**src/rtl/mem_bus_arbiter.sv**
```systemverilog
// Two-port 16-bit word arbiter onto an 8-bit external memory bus.
// Each word is two byte cycles (high byte first); all bus outputs are registered.
module mem_bus_arbiter #(
  parameter int unsigned WAIT_CYCLES = 3
) (
  input  logic        clk100,
  input  logic        reset,
  input  logic        req0,
  input  logic        rw0,
  input  logic [15:0] addr0,
  input  logic [15:0] wdata0,
  output logic [15:0] rdata0,
  output logic        done0,
  input  logic        req1,
  input  logic        rw1,
  input  logic [15:0] addr1,
  input  logic [15:0] wdata1,
  output logic [15:0] rdata1,
  output logic        done1,
  output logic [14:0] mem_addr,
  output logic        a15,
  output logic        memen,
  output logic        dbin,
  output logic        we,
  input  logic [7:0]  mem_din,
  output logic [7:0]  mem_dout,
  output logic        mem_doe,
  output logic        busy,
  output logic        grant
);

  typedef enum logic [2:0] {S_IDLE, S_SETUP, S_STROBE, S_HOLD, S_DONE} state_t;

  typedef struct packed {
    logic        rw;
    logic [14:0] addr;
    logic [15:0] wdata;
  } slot_t;

  localparam logic [3:0] LAST_CNT = 4'(WAIT_CYCLES - 1);

  state_t      state_q, state_d;
  logic        byte_sel_q, byte_sel_d;
  logic [3:0]  cnt_q, cnt_d;
  logic        pend0_q, pend0_d, pend1_q, pend1_d;
  slot_t       slot0_q, slot0_d, slot1_q, slot1_d, cur_q, cur_d;
  logic        memen_q, memen_d, dbin_q, dbin_d, we_q, we_d;
  logic        doe_q, doe_d, a15_q, a15_d;
  logic [14:0] mem_addr_q, mem_addr_d;
  logic [7:0]  mem_dout_q, mem_dout_d;
  logic [15:0] rdata0_q, rdata0_d, rdata1_q, rdata1_d;
  logic        done0_q, done0_d, done1_q, done1_d;
  logic        busy_q, busy_d, grant_q, grant_d;
  logic        clr0, clr1, gnt;
  slot_t       sel_slot;

  always_comb begin
    // NOTE: every signal gets a default before the case so no latch is inferred.
    state_d    = state_q;
    byte_sel_d = byte_sel_q;
    cnt_d      = cnt_q;
    cur_d      = cur_q;
    memen_d    = memen_q;
    dbin_d     = dbin_q;
    we_d       = we_q;
    doe_d      = doe_q;
    a15_d      = a15_q;
    mem_addr_d = mem_addr_q;
    mem_dout_d = mem_dout_q;
    rdata0_d   = rdata0_q;
    rdata1_d   = rdata1_q;
    done0_d    = 1'b0;
    done1_d    = 1'b0;
    busy_d     = busy_q;
    grant_d    = grant_q;
    clr0       = 1'b0;
    clr1       = 1'b0;
    gnt        = grant_q;
    sel_slot   = slot0_q;

    unique case (state_q)
      S_IDLE: begin
        if (pend0_q || pend1_q) begin
          // On a tie the port that was not served last wins.
          gnt        = (pend0_q && pend1_q) ? ~grant_q : pend1_q;
          sel_slot   = gnt ? slot1_q : slot0_q;
          clr0       = ~gnt;
          clr1       = gnt;
          grant_d    = gnt;
          cur_d      = sel_slot;
          busy_d     = 1'b1;
          byte_sel_d = 1'b0;
          state_d    = S_SETUP;
          memen_d    = 1'b0;
          a15_d      = 1'b0;
          mem_addr_d = sel_slot.addr;
          doe_d      = ~sel_slot.rw;
          if (!sel_slot.rw) mem_dout_d = sel_slot.wdata[15:8];
        end
      end
      S_SETUP: begin
        state_d = S_STROBE;
        cnt_d   = 4'd0;
        if (cur_q.rw) dbin_d = 1'b1;
        else          we_d   = 1'b0;
      end
      S_STROBE: begin
        if (cnt_q == LAST_CNT) begin
          state_d = S_HOLD;
          dbin_d  = 1'b0;
          we_d    = 1'b1;
          if (cur_q.rw) begin
            if (!grant_q) begin
              if (!byte_sel_q) rdata0_d[15:8] = mem_din;
              else             rdata0_d[7:0]  = mem_din;
            end else begin
              if (!byte_sel_q) rdata1_d[15:8] = mem_din;
              else             rdata1_d[7:0]  = mem_din;
            end
          end
        end else begin
          cnt_d = cnt_q + 4'd1;
        end
      end
      S_HOLD: begin
        if (!byte_sel_q) begin
          byte_sel_d = 1'b1;
          state_d    = S_SETUP;
          a15_d      = 1'b1;
          if (!cur_q.rw) mem_dout_d = cur_q.wdata[7:0];
        end else begin
          state_d = S_DONE;
          memen_d = 1'b1;
          doe_d   = 1'b0;
          busy_d  = 1'b0;
          done0_d = ~grant_q;
          done1_d = grant_q;
        end
      end
      S_DONE:  state_d = S_IDLE;
      default: state_d = S_IDLE;
    endcase

    // A new request on the same edge outranks the clear from being granted.
    pend0_d = req0 | (pend0_q & ~clr0);
    pend1_d = req1 | (pend1_q & ~clr1);
    slot0_d = req0 ? slot_t'{rw0, addr0[15:1], wdata0} : slot0_q;
    slot1_d = req1 ? slot_t'{rw1, addr1[15:1], wdata1} : slot1_q;
  end

  // NOTE: sequential state uses non-blocking assignments only.
  always_ff @(posedge clk100 or posedge reset) begin
    if (reset) begin
      state_q    <= S_IDLE;
      byte_sel_q <= 1'b0;
      cnt_q      <= 4'd0;
      pend0_q    <= 1'b0;
      pend1_q    <= 1'b0;
      slot0_q    <= '0;
      slot1_q    <= '0;
      cur_q      <= '0;
      memen_q    <= 1'b1;
      dbin_q     <= 1'b0;
      we_q       <= 1'b1;
      doe_q      <= 1'b0;
      a15_q      <= 1'b0;
      mem_addr_q <= '0;
      mem_dout_q <= '0;
      rdata0_q   <= '0;
      rdata1_q   <= '0;
      done0_q    <= 1'b0;
      done1_q    <= 1'b0;
      busy_q     <= 1'b0;
      grant_q    <= 1'b1;
    end else begin
      state_q    <= state_d;
      byte_sel_q <= byte_sel_d;
      cnt_q      <= cnt_d;
      pend0_q    <= pend0_d;
      pend1_q    <= pend1_d;
      slot0_q    <= slot0_d;
      slot1_q    <= slot1_d;
      cur_q      <= cur_d;
      memen_q    <= memen_d;
      dbin_q     <= dbin_d;
      we_q       <= we_d;
      doe_q      <= doe_d;
      a15_q      <= a15_d;
      mem_addr_q <= mem_addr_d;
      mem_dout_q <= mem_dout_d;
      rdata0_q   <= rdata0_d;
      rdata1_q   <= rdata1_d;
      done0_q    <= done0_d;
      done1_q    <= done1_d;
      busy_q     <= busy_d;
      grant_q    <= grant_d;
    end
  end

  assign mem_addr = mem_addr_q;
  assign a15      = a15_q;
  assign memen    = memen_q;
  assign dbin     = dbin_q;
  assign we       = we_q;
  assign mem_dout = mem_dout_q;
  assign mem_doe  = doe_q;
  assign rdata0   = rdata0_q;
  assign rdata1   = rdata1_q;
  assign done0    = done0_q;
  assign done1    = done1_q;
  assign busy     = busy_q;
  assign grant    = grant_q;

endmodule

```
**config.mk**
```make
export PLATFORM = sky130hd
export DESIGN_NAME = mem_bus_arbiter
export DESIGN_NICKNAME = d
export VERILOG_FILES = /design/src/rtl/mem_bus_arbiter.sv
export SDC_FILE = /design/constraint.sdc
export NUM_CORES = 1
export LEC_CHECK = 0
export ABC_AREA = 1
export CAP_MARGIN = 5
export CORE_ASPECT_RATIO = 2
export CORE_UTILIZATION = 54
export DETAILED_ROUTE_END_ITERATION = 7
export GPL_ROUTABILITY_DRIVEN = 0
export MAX_ROUTING_LAYER = met4
export PLACE_DENSITY = 0.85
export SLEW_MARGIN = 20
export SYNTH_ARGS = -nofsm -noshare
export SYNTH_HDL_FRONTEND = slang
export SYNTH_SLANG_ARGS = --single-unit
```
**constraint.sdc**
```tcl
create_clock -name clk100 -period 7.56 [get_ports clk100]
set_clock_uncertainty 0.2 [all_clocks]
set_input_delay 0.756 -clock clk100 [delete_from_list [all_inputs] [get_ports clk100]]
set_output_delay 0.756 -clock clk100 [all_outputs]
set_load 0.02 [all_outputs]
```
==> summary.md, run 1 <==
| Metric | Value |
|---|---|
| Register share of total power | `0.450` |
| Sequential-to-total area share from yosys stat | `0.594` |
| Total gr overflow | `0` |
| Max incr delay on CP | `between 0.6 and 0.7 ns` |
| Levels on crit path | `1` |
| VDD IR-drop max | `approximately 0.21 mV` |
| Hold Path Class | `reg2reg` |
| Vias in the first global route | `~5600` |
| Post-CTS Setup Bufs | `0` |
| Ant diodes | `0` |
| DR pass1 iterations | `5` |
| Max Fclk | `around 370 MHz` |
| Largest net degree at the start of global routing | `93` |
| R2R cell count | `5` |
| CTS clock-pin slew for the worst setup and hold paths | `around 0.060 ns` |
| Hold_ws | `around 0.26 ns` |
| Root buffer cell | `clkbuf_16` |
| Cts repair resizes | `0` |
| Top-count cell post-synth | `nand2_1` |
| Post-CTS Hold Fix Bufs | `0` |
| Num CTS Buffers | `17` |
| Die area | `between 10000 and 15000 um2` |
| CTS sink cnt | `around 150` |
| Remaining DRCs | `0` |
| Power Total | `roughly 2 mW` |
| Sequential Area | `3680 um2` |
| Yosys reg bits | `roughly 150` |
| Die height | `roughly 150 um` |
| Hpwl dp | `roughly 10 mm` |
| Synth top cells by count | `nand2_1, dfrtp_1, o21ai_1` |
| GR Util met1 | `0.297` |
| Maxcap violations | `0` |
| Cell count after placement | `between 900 and 1000` |
| Setup TNS | `0 ns` |
| DR iter-0 viols | `370` |
| Clock period minus worst slack | `about 2.7 ns` |
| Max_slew headroom | `0.430` |
| Internal | `around 1.5 mW` |
| FP Rows | `55` |
| Final std cells w/o fill | `~990` |
| Initial core utilization | `0.553` |
| I/O pins | `about 140` |
| RSZ-0062 raised after global routing | `false` |
| EDFF count, synth | `0` |
| Ranking of synthesized cells by area | `dfrtp_1, nand2_1, o21ai_1` |
| Worst-path cell chain | `clkdlybuf4s50_1` |
| Part of the cycle the worst path needs | `0.355` |
| Required @ worst endpoint | `roughly 6.6 ns` |
| Worst path slowest cell | `dfstp_2` |
| Global-route wire length before repair | `about 26 mm` |
| Synth area leader | `dfrtp_1` |
| Commonest register cell after synthesis | `dfrtp_1` |
| Worst Max-Slew Pin Slew | `approximately 0.85 ns` |
| Fill cells | `roughly 800` |
| Final hold vios | `0` |
| Gr usage total | `0.289` |
| Setup crit start kind | `flip-flop` |
| Via density | `roughly 5.4` |
| P_sw | `roughly 0.53 mW` |
| Syn_area_per_cell | `~8.9 um2` |
| Grt met3 use | `0.0475` |
| Initial antenna violation count | `0` |
| Mapped Area | `between 6000 and 7000 um2` |
| Syn Nets | `between 700 and 800` |
| Family with the most delay on the worst path | `flip-flops` |
| Core area | `approximately 11000 um2` |
| Multi-input logic area | `2160 um2` |
| DR vias | `around 5300` |
| P&R area growth vs syn | `32.6%` |
| Leak | `just over 4 nW` |
| Global routing's busiest layer | `met2` |
| Final-stage net count | `between 900 and 1000` |
| Die Wd | `77.8 um` |
| Routed Antenna Nets | `0` |
| Power Density | `244 nW/um2` |
| Yosys top cell area share | `0.581` |
| Maximum clock path buffer count | `2` |
| Share of cells above drive strength 1 | `0.0724` |
| Final wirelength | `around 15 mm` |
| M2 GR Usage | `0.528` |
| CP arrival | `roughly 1.7 ns` |
| Routed len/inst | `between 15 and 20 um` |
| Crit-path max FO | `7` |
| CTS tree | `built` |
| Gate power share | `0.143` |
| Clock power frac | `0.407` |
| Switch share | `0.262` |
| Crit end category | `output port` |
| Async S/R FF share, synth | `1.00` |
| Critical path class | `reg2out` |
| Setup Viol. Count Final | `0` |
| Worst hold stages | `2` |
| Worst Path Buf+Inv | `1` |
| Slew Viols, Final | `0` |
| Clk_lat worst skew | `around 0.42 ns` |
| YS warnings | `0` |
| Status | `finished clean` |
| H-Tree Depth | `4` |
| PortBufs | `~140` |
| Cells after synthesis | `roughly 700` |
| Synth unique cells | `28` |
[final cells by class]
cell class | instances | area share
Multi-Input combinational cell | 469 | 0.262
Clock inverter | 12 | 0.0146
Timing Repair Buffer | 142 | 0.172
Clock buffer | 20 | 0.0567
Sequential cell | 147 | 0.448
Inverter | 53 | 0.0248
Tap cell | 142 | 0.0216
[state kept, by name, indices dropped and copies added (netlist names), 4 cells and up]
signal	cells
mem_addr	15
cur_q	9
rdata1	16
slot1_q	32
mem_dout	8
slot0_q	32
rdata0	16
cnt_q	4
[through the flow]
stage	util	setup WS, ns	area [um2]
2_1_floorplan	-	2.66	6200
3_3_place_gp	0.681	4.66	7630
3_5_place_dp	0.681	4.55	7630
4_1_cts	0.733	4.85	8220
5_1_grt	0.733	4.81	8230
6_report	0.733	4.87	8230
[power groups by stage]
stage / Clock, mW / Sequential [mW] / Combinational (mW)
after global routing: 0.859 / 0.910 / 0.316
after global placement: 0 / 0.911 / 0.278
after floorplan: 0 / 0.953 / 0.0974
after detailed placement: 0 / 0.914 / 0.288
final: 0.816 / 0.903 / 0.288
after CTS: 0.823 / 0.902 / 0.291
[cell families (layout without fill, tap and decap cells)]
| family | Yosys count | count (layout) | synth area share |
|---|---|---|---|
| flops | 147 | 147 | 0.594 |
| simple gates | 346 | 346 | 0.241 |
| fa+ha+maj | 2 | 2 | 0.00403 |
| compound gates | 121 | 121 | 0.103 |
| buf+inv | 83 | 227 | 0.0585 |
[path summary, 6_finish.rpt]
kind / endpoint / slack, ns / startpoint
min reg2reg: slot0_q[20]$_DFFE_PP0P_ / 0.26 / slot0_q[20]$_DFFE_PP0P_
max in group asynchronous: rdata1[8]$_DFFE_PP0P_ / 5.39 / reset
min: slot0_q[20]$_DFFE_PP0P_ / 0.26 / slot0_q[20]$_DFFE_PP0P_
min in group asynchronous: mem_addr[3]$_DFFE_PP0P_ / 0.57 / reset
max: grant / 4.87 / grant$_DFFE_PP1P_
max reg2reg: cur_q[2]$_DFFE_PP0P_ / 4.94 / grant$_DFFE_PP1P_
[cells in the final DEF, fill, tap and decap left out, drive strengths merged]
| cell type | netlist | final |
|---|---|---|
| clkdlybuf4s50 | 0 | 139 |
| dfrtp | 144 | 144 |
| clkinv | 0 | 5 |
| o21ai | 108 | 108 |
| nand3 | 37 | 37 |
| nand4 | 5 | 5 |
| clkbuf | 17 | 20 |
| bufinv | 0 | 1 |
| a21oi | 4 | 4 |
| a31oi | 1 | 1 |
| o21bai | 8 | 8 |
| clkinvlp | 0 | 2 |
| nor2 | 35 | 35 |
| dfstp | 3 | 3 |
| ha | 2 | 2 |
| nand2 | 269 | 269 |
| buf | 13 | 3 |
| inv | 53 | 57 |
[metal layers]
metal | up-vias | wire, um
met4 | 0 | 327
li1 | 2476 | -
met3 | 25 | 778
met2 | 231 | 8760
met5 | - | 0
met1 | 2541 | 5480
(Power assumes the default switching activity.)
==> inputs of run 2 (changes only) <==
CORE_UTILIZATION = 45   (was 54)
PLACE_DENSITY = 0.76   (was 0.85)
clock period = 2.28 ns   (was 7.56 ns; I/O delays follow)
==> run 2 against run 1 <==
Net effect: core utilization is 11 points lower; design area is 1.6% higher; setup slack worse by 4.7 ns; via count is 2.4% lower; largest power group unchanged; largest cell class unchanged.
==> summary.md, run 2 (synthesis gave the netlist of run 1 again) <==
| Metric | Value |
|---|---|
| Hold Path Class | `in2reg` |
| Family with the most delay on the worst path | `flip-flops` |
| Final-stage net count | `about 920` |
| Post-CTS Setup Bufs | `0` |
| Maxcap violations | `0` |
| CP arrival | `1.71 ns` |
| Final hold vios | `0` |
| Clock period minus worst slack | `about 2.1 ns` |
| Hold_sp | `addr0[4]` |
| Routed Antenna Nets | `0` |
| Clk_lat worst skew | `~0.42 ns` |
| Crit end category | `output port` |
| Worst path slowest cell | `dfstp_2` |
| Worst Path Buf+Inv | `1` |
| Worst-path cell chain | `clkdlybuf4s50_1` |
| Die area | `~14000 um2` |
| Setup crit start kind | `flip-flop` |
| Required @ worst endpoint | `about 1.9 ns` |
| Share of cells above drive strength 1 | `0.0842` |
| Max_slew headroom | `0.645` |
| Die height | `between 150 and 200 um` |
| Routed len/inst | `15.4 um` |
| DR iter-0 viols | `between 200 and 250` |
| Final std cells w/o fill | `1010` |
| Remaining DRCs | `0` |
| Initial core utilization | `0.462` |
| Hpwl dp | `~11 mm` |
| Critical path class | `reg2out` |
| Num CTS Buffers | `17` |
| I/O pins | `142` |
| Crit path launch | `grant$_DFFE_PP1P_` |
| Largest registers | `slot0_q x32, slot1_q x32` |
| R2R cell count | `8` |
| Crit-path max FO | `7` |
| Setup Viol. Count Final | `0` |
| Max Fclk | `approximately 470 MHz` |
| Initial antenna violation count | `0` |
| Worst hold stages | `3` |
| Vias in the first global route | `slightly above 5000` |
| Global-route wire length before repair | `~26 mm` |
| Gr usage total | `0.244` |
| Power Density | `roughly 800 nW/um2` |
| Max incr delay on CP | `0.65 ns` |
| DR pass1 iterations | `5` |
| Part of the cycle the worst path needs | `0.939` |
| Status | `finished clean` |
| CTS sink cnt | `roughly 150` |
| Maximum clock path buffer count | `2` |
| Worst Setup EP | `grant` |
| Levels on crit path | `1` |
| DR vias | `about 5000` |
| H-Tree Depth | `4` |
| PortBufs | `~140` |
| FF-to-FF Start | `grant$_DFFE_PP1P_` |
| Most frequent cells in the layout | `nand2_1, dfrtp_1, clkdlybuf4s50_1` |
| Leak | `between 4 and 5 nW` |
| CTS clock-pin slew for the worst setup and hold paths | `around 0.07 ns` |
| Worst Max-Slew Pin Slew | `0.532 ns` |
| CTS tree | `built` |
| Core area | `roughly 13000 um2` |
| Die Wd | `85.0 um` |
| Total gr overflow | `0` |
| Fill cells | `1154` |
| Slew Viols, Final | `0` |
| Final wirelength | `around 16 mm` |
| FF-to-FF setup slack | `between 0.3 and 0.4 ns` |
| Worst r2r dst | `mem_dout[5]$_DFFE_PP0P_` |
| VDD IR-drop max | `around 0.57 mV` |
| Root buffer cell | `clkbuf_16` |
| Via density | `between 5 and 6` |
| Ant diodes | `0` |
| Largest net degree at the start of global routing | `around 60` |
| Most common cell after layout, fill and taps aside | `nand2_1` |
| Cell count after placement | `~1000` |
| FP Rows | `60` |
| P&R area growth vs syn | `34.7%` |
| Setup TNS | `0 ns` |
| Hold_ws | `~0.13 ns` |
| RSZ-0062 raised after global routing | `false` |
==> run 2: layer usage <==
| layer | global-route usage | wire length (um) | up-vias |
|---|---|---|---|
| met3 | 0.0475 | 668 | 38 |
| met4 | 0.102 | 552 | 0 |
| met5 | - | 0 | - |
| met1 | 0.250 | 5480 | 2424 |
| li1 | - | - | 2503 |
| met2 | 0.446 | 8860 | 179 |
==> run 2: metrics by stage <==
step	total power [mW]	setup WS, ns	area [um2]	util
after floorplan	3.48	0.00744	6210	-
after global placement	3.98	0.424	7760	0.577
after detailed placement	4.01	0.371	7760	0.577
after CTS	6.73	0.133	8350	0.622
after global routing	6.97	0.119	8350	0.622
final	6.68	0.138	8350	0.622
==> run 2: worst min path at each step <==
stage	to	slack (ns)
2_1_floorplan	slot0_q[0]$_DFFE_PP0P_	0.14
3_3_place_gp	slot0_q[0]$_DFFE_PP0P_	0.25
3_5_place_dp	slot0_q[18]$_DFFE_PP0P_	0.25
4_1_cts	slot0_q[19]$_DFFE_PP0P_	0.12
5_1_grt	slot1_q[3]$_DFFE_PP0P_	0.14
6_report	slot0_q[19]$_DFFE_PP0P_	0.13
==> run 2: cell type report <==
class	instances	area (um2)	share of cell area
clock buffer	18	439	0.0526
clock inverter	14	148	0.0177
inverter	53	203	0.0243
multi-input combinational	469	2160	0.258
sequential	147	3680	0.441
tap	155	194	0.0232
timing repair buffer	154	1530	0.183
==> run 2: repair_timing <==
item | 4_1_cts | 5_1_grt
hold endpoints to repair | 12 | 0
hold buffers | 1 | 0
gates resized for setup | 0 | 0
==> run 2: power breakdown <==
part,switching [mW],total [mW],internal [mW]
clock network,1.15,2.72,1.57
registers,0.138,2.99,2.85
logic,0.504,0.969,0.466
